`src/rtl/uart_pkg.sv`:
```
// uart_pkg: state encoding, parity selectors and prescale floor shared by the UART TX and RX sides
package uart_pkg;
  typedef enum logic [2:0] {IDLE, START, DATA, PARITY, STOP, STOP2} tx_state_e;
  localparam logic PAR_EVEN = 1'b0;
  localparam logic PAR_ODD = 1'b1;
  localparam int unsigned MIN_PRESCALE = 4;
endpackage

```
`src/rtl/uart_parity_calc.sv`:
```
// uart_parity_calc: combinational even/odd parity of a data word
module uart_parity_calc #(
  parameter int WIDTH = 8
) (
  input  logic [WIDTH-1:0] data,
  input  logic             par_typ,
  output logic             par
);
  import uart_pkg::*;
  assign par = (par_typ == PAR_ODD) ? ~^data : ^data;
endmodule

```
`src/rtl/uart_tx_frame.sv`:
```
// uart_tx_frame: UART frame serialiser (start, LSB-first data, optional parity, stop bits)
// UART_TX_STOP2_EN adds the STOP2 port and an optional second stop bit.
module uart_tx_frame #(
  parameter int DATA_WIDTH = 8,
  parameter int PRE_WIDTH = 5
) (
  input  logic                  CLK,
  input  logic                  RST,
  input  logic [DATA_WIDTH-1:0] P_DATA,
  input  logic                  Data_Valid,
  input  logic                  PAR_EN,
  input  logic                  PAR_TYP,
  input  logic [PRE_WIDTH-1:0]  Prescale,
`ifdef UART_TX_STOP2_EN
  input  logic                  STOP2,
`endif
  output logic                  TX_OUT,
  output logic                  busy,
  output logic                  TX_DONE
);
  import uart_pkg::*;
  localparam int IW = $clog2(DATA_WIDTH);
  localparam logic [IW-1:0] LAST_IDX = IW'(DATA_WIDTH - 1);
  localparam logic [PRE_WIDTH-1:0] MIN_PRE = PRE_WIDTH'(MIN_PRESCALE);
  tx_state_e state, state_n;
  logic [PRE_WIDTH-1:0] cnt, cnt_n, pre_r;
  logic [IW-1:0] idx, idx_n;
  logic [DATA_WIDTH-1:0] data_r;
  logic par_en_r, par_typ_r, par, bit_end, last_n, tx_n, busy_n, done_n;
`ifdef UART_TX_STOP2_EN
  logic stop2_r;
`endif
  uart_parity_calc #(.WIDTH(DATA_WIDTH)) u_par (.data(data_r), .par_typ(par_typ_r), .par(par));
  assign bit_end = cnt == pre_r - 1'b1;
  always_comb begin
    state_n = state;
    idx_n = idx;
    cnt_n = bit_end ? '0 : cnt + 1'b1;
    case (state)
      IDLE: begin
        cnt_n = '0;
        if (Data_Valid) state_n = START;
      end
      START: if (bit_end) state_n = DATA;
      DATA: if (bit_end) begin
        idx_n = (idx == LAST_IDX) ? '0 : idx + 1'b1;
        if (idx == LAST_IDX) state_n = par_en_r ? PARITY : STOP;
      end
      PARITY: if (bit_end) state_n = STOP;
`ifdef UART_TX_STOP2_EN
      STOP: if (bit_end) state_n = stop2_r ? uart_pkg::STOP2 : IDLE;
      uart_pkg::STOP2: if (bit_end) state_n = IDLE;
`else
      STOP: if (bit_end) state_n = IDLE;
`endif
      default: state_n = IDLE;
    endcase
`ifdef UART_TX_STOP2_EN
    last_n = (state_n == STOP && !stop2_r) || state_n == uart_pkg::STOP2;
`else
    last_n = state_n == STOP;
`endif
    // outputs are computed from the next state so they can be registered with no lag
    tx_n = (state_n == START) ? 1'b0 : (state_n == DATA) ? data_r[idx_n] : (state_n == PARITY) ? par : 1'b1;
    busy_n = state_n != IDLE;
    done_n = last_n && cnt_n == pre_r - 1'b1;
  end
  always_ff @(posedge CLK) begin
    if (RST) begin
      state <= IDLE;
      cnt <= '0;
      idx <= '0;
      data_r <= '0;
      pre_r <= '0;
      par_en_r <= 1'b0;
      par_typ_r <= 1'b0;
`ifdef UART_TX_STOP2_EN
      stop2_r <= 1'b0;
`endif
      TX_OUT <= 1'b1;
      busy <= 1'b0;
      TX_DONE <= 1'b0;
    end else begin
      state <= state_n;
      cnt <= cnt_n;
      idx <= idx_n;
      TX_OUT <= tx_n;
      busy <= busy_n;
      TX_DONE <= done_n;
      if (state == IDLE && Data_Valid) begin
        data_r <= P_DATA;
        pre_r <= (Prescale < MIN_PRE) ? MIN_PRE : Prescale;
        par_en_r <= PAR_EN;
        par_typ_r <= PAR_TYP;
`ifdef UART_TX_STOP2_EN
        stop2_r <= STOP2;
`endif
      end
    end
  end
endmodule

```
`config.mk`:
```
export PLATFORM = sky130hd
export DESIGN_NAME = uart_tx_frame
export DESIGN_NICKNAME = d
export VERILOG_FILES = /design/src/rtl/uart_pkg.sv /design/src/rtl/uart_parity_calc.sv /design/src/rtl/uart_tx_frame.sv
export SDC_FILE = /design/constraint.sdc
export NUM_CORES = 1
export LEC_CHECK = 0
export CAP_MARGIN = 20
export CORE_UTILIZATION = 45
export DETAILED_ROUTE_END_ITERATION = 8
export PLACE_DENSITY = 0.73
export SKIP_LAST_GASP = 1
export SLEW_MARGIN = 30
export SYNTH_ARGS = -nofsm -noshare
export SYNTH_HDL_FRONTEND = slang
export SYNTH_SLANG_ARGS = --single-unit
```
`constraint.sdc`:
```
create_clock -name CLK -period 2.3 [get_ports CLK]
set_input_delay 0.46 -clock CLK [delete_from_list [all_inputs] [get_ports CLK]]
set_output_delay 0.46 -clock CLK [all_outputs]
set_load 0.005 [all_outputs]
```
==> flow_metrics.py <==
metrics = {
    "min_path": {
        "worst_hold_path_type": "reg -> reg",
        "min_from": "par_typ_r",
        "min_to": "par_typ_r",
        "hold_depth": 2,
    },
    "floorplanning": {
        "design.core.area_um2": 3690,
        "die_area_um2": 4120,
        "start_util": 0.472,
        "die_w_um": 64.2,
        "io_pins": 21,
        "dieHeight_um": 64.2,
        "rows": 22,
    },
    "clock_network": {
        "clockRootBuffer": "clkbuf_8",
        "cts_tree": "built",
        "cts-hold-fix-buffers": 0,
        "cts_buffer_depth": 2,
        "cts_made_buffers": 5,
        "clk_pin_slew_ps": 70,
        "h-tree-depth": 2,
        "clkSinkCount": 29,
        "clk_latency_ps": 290,
    },
    "pwr": {
        "irDropWorstVdd_v": 0.000386,
        "p_seq_frac": 0.393,
        "netSwitchingPower_mw": 0.349,
        "clkPwrFrac": 0.429,
        "p_int_mw": 1.04,
        "powerDensity_nw_per_um2": 607,
        "swShare": 0.251,
        "pwr-share-comb": 0.178,
        "power_mw": 1.39,
        "p_leak_nw": 0.886,
    },
    "sta": {
        "tightest_slew_ps": 548,
        "whs_ps": 467,
        "setup_viol": 1,
        "relSlewSlack": 0.634,
        "drv_slew": 0,
        "fmax_mhz": 434,
        "hold_violations": 0,
        "fin_crit_ps": 2300,
        "min_period_over_period": 1.00,
        "fin_skew_ps": 3.96,
        "grt_setup_unrepaired": "yes",
        "fin_ws_ps": -4.44,
    },
    "detailed_routing": {
        "drt_pass1_iterations": 4,
        "vias_per_cell": 5.45,
        "wirelength_mm": 3.99,
        "ant_nets": 0,
        "drc": 0,
        "first_iter_violations": 73,
        "wl_per_cell_um": 13.5,
        "num_vias": 1613,
    },
    "setup_path": {
        "cp-end-kind": "register",
        "cp.arrival_ps": 2520,
        "worstPathRequired_ps": 2520,
        "r2r-start": "pre_r[0]",
        "rrSetupSlack_ps": -4,
        "reg2reg_to": "TX_OUT",
        "cp_max_fo": 5,
        "cp-startpoint": "pre_r[0]",
        "cp-start-kind": "register",
        "critPathKind": "reg -> reg",
        "rr_worst_depth": 10,
    },
    "synth": {
        "syn-num-nets": 234,
        "netlist_area_um2": 1740,
        "synthArstFlopShare": 0,
        "yosysSeqAreaShare": 0.333,
        "synth_seq_cells": 29,
        "yosysWarnings": 0,
        "synth_cell_types": 53,
        "syn_inst": 212,
        "synth_edf_count": 0,
        "yosys_most_used_dff": "dfxtp_1",
        "syn_area_per_cell_um2": 8.22,
    },
    "grt": {
        "grt_start_max_net_pins": 17,
        "antenna_found_initial": 0,
        "grt_pass1_vias": 1519,
        "grt_pass1_wl_mm": 6.76,
        "grt.total_usage": 0.212,
        "grt_overflow": 0,
    },
    "placed_design": {
        "dp_hpwl_mm": 2.73,
        "numPortBuffers": 20,
        "pre_cts_ws_ps": -91.1,
        "globalplace.congestion": 0.946,
    },
    "final_layout": {
        "final_cell_mix": "nand2_1, dfxtp_1, a21oi_1, clkdlybuf4s50_1, buf_4",
        "area_delta_synth_final_pct": 31.5,
        "fillCellCount": 335,
        "drive_gt1_frac": 0.206,
        "diodes": 0,
        "nets": 269,
        "final_common_cell": "nand2_1",
        "final_util": 0.621,
    },
    "run": {
        "drv_cap": 0,
    },
    "run_status": {
        "violations": "setup timing",
        "status": "finished, violations left",
    },
}
## registers in the layout, indices dropped and copies added (netlist names)
register	cells
idx	3
TX_DONE	1
TX_OUT	1
cnt	5
pre_r	5
par_en_r	1
data_r	8
state	3
par_typ_r	1
busy	1
## metrics by stage
step	setup TNS [ps]	std cells	area [µm²]
floorplan	0	212	1750
global placement	-48.1	283	2020
detailed placement	-121	283	2020
CTS	-9.53	292	2180
global route	-222	296	2290
finish	-4.44	296	2290
## cell families after synthesis
family | Yosys count | synth area share
mux | 5 | 0.0295
simple gates | 87 | 0.244
flops | 29 | 0.333
xor+xnor | 21 | 0.106
buf+inv | 22 | 0.0819
compound gates | 44 | 0.177
fa+ha+maj | 4 | 0.0287
## cell type report
| class | instances | area, µm² | share of cell area |
|---|---|---|---|
| flip-flops and latches | 29 | 586 | 0.256 |
| well taps | 48 | 60.1 | 0.0262 |
| multi-input cells | 162 | 1120 | 0.490 |
| clock buffers | 6 | 93.8 | 0.0410 |
| repair buffers | 41 | 362 | 0.158 |
| clock inverters | 2 | 35.0 | 0.0153 |
| inverters | 8 | 32.5 | 0.0142 |
## cells in the mapped netlist (2+ instances only)
cell type   n  area, µm²
xor2_1      9       78.8
o311ai_0    2       17.5
o21ai_0     2       10.0
or3_1       2       12.5
nand2_1    37        139
dfxtp_1    29        581
buf_2       2       10.0
inv_1       8       30.0
nor3_1      7       35.0
clkbuf_8    2       27.5
and4_1      2       17.5
nand2b_1    2       12.5
a21oi_1    21        105
clkbuf_1    5       18.8
buf_6       3       33.8
mux2i_1     4       40.0
or4_1       2       15.0
nor2b_1     2       12.5
o211ai_1    3       22.5
ha_1        4       50.1
nand3_1     6       30.0
xnor2_1    12        105
nor2_1     16       60.1
## worst max-delay path: stages (launching register included)
cell	delay, ps
dfxtp_4	360
inv_4	40
ha_4	170
o21ba_4	200
a221oi_4	290
buf_4	160
o2111a_2	260
nand4_1	110
a221o_1	320
a21boi_1	140
a32oi_1	190
## power by group through the flow
stage	logic, mW	registers (mW)	clock network [mW]
finish	0.247	0.546	0.596
global route	0.274	0.549	0.622
CTS	0.230	0.544	0.607
detailed placement	0.217	0.555	0
global placement	0.215	0.554	0
floorplan	0.147	0.552	0
## worst max path at each step
| stage | to | slack, ps | cells past startpoint |
|---|---|---|---|
| 2_1_floorplan | TX_OUT | 2 | 10 |
| 3_3_place_gp | TX_OUT | -30 | 10 |
| 3_5_place_dp | TX_OUT | -90 | 10 |
| 4_1_cts | TX_OUT | -10 | 10 |
| 5_1_grt | TX_OUT | -150 | 10 |
| 6_report | TX_OUT | -4 | 10 |
## layer usage
metal	vias up	wire length (µm)	GRT usage
met5	-	0	0
met4	0	53	0.0889
met3	6	190	0.0554
met2	39	1840	0.316
met1	751	1910	0.289
li1	817	-	-
## what timing repair did
item	CTS	global route
setup buffers	0	4
pin swaps	1	8
endpoints found under the setup margin	2	2
gates resized for setup	3	16
gates cloned	1	0
hold endpoints to repair	0	0
Power figures use the tool's default switching activity.
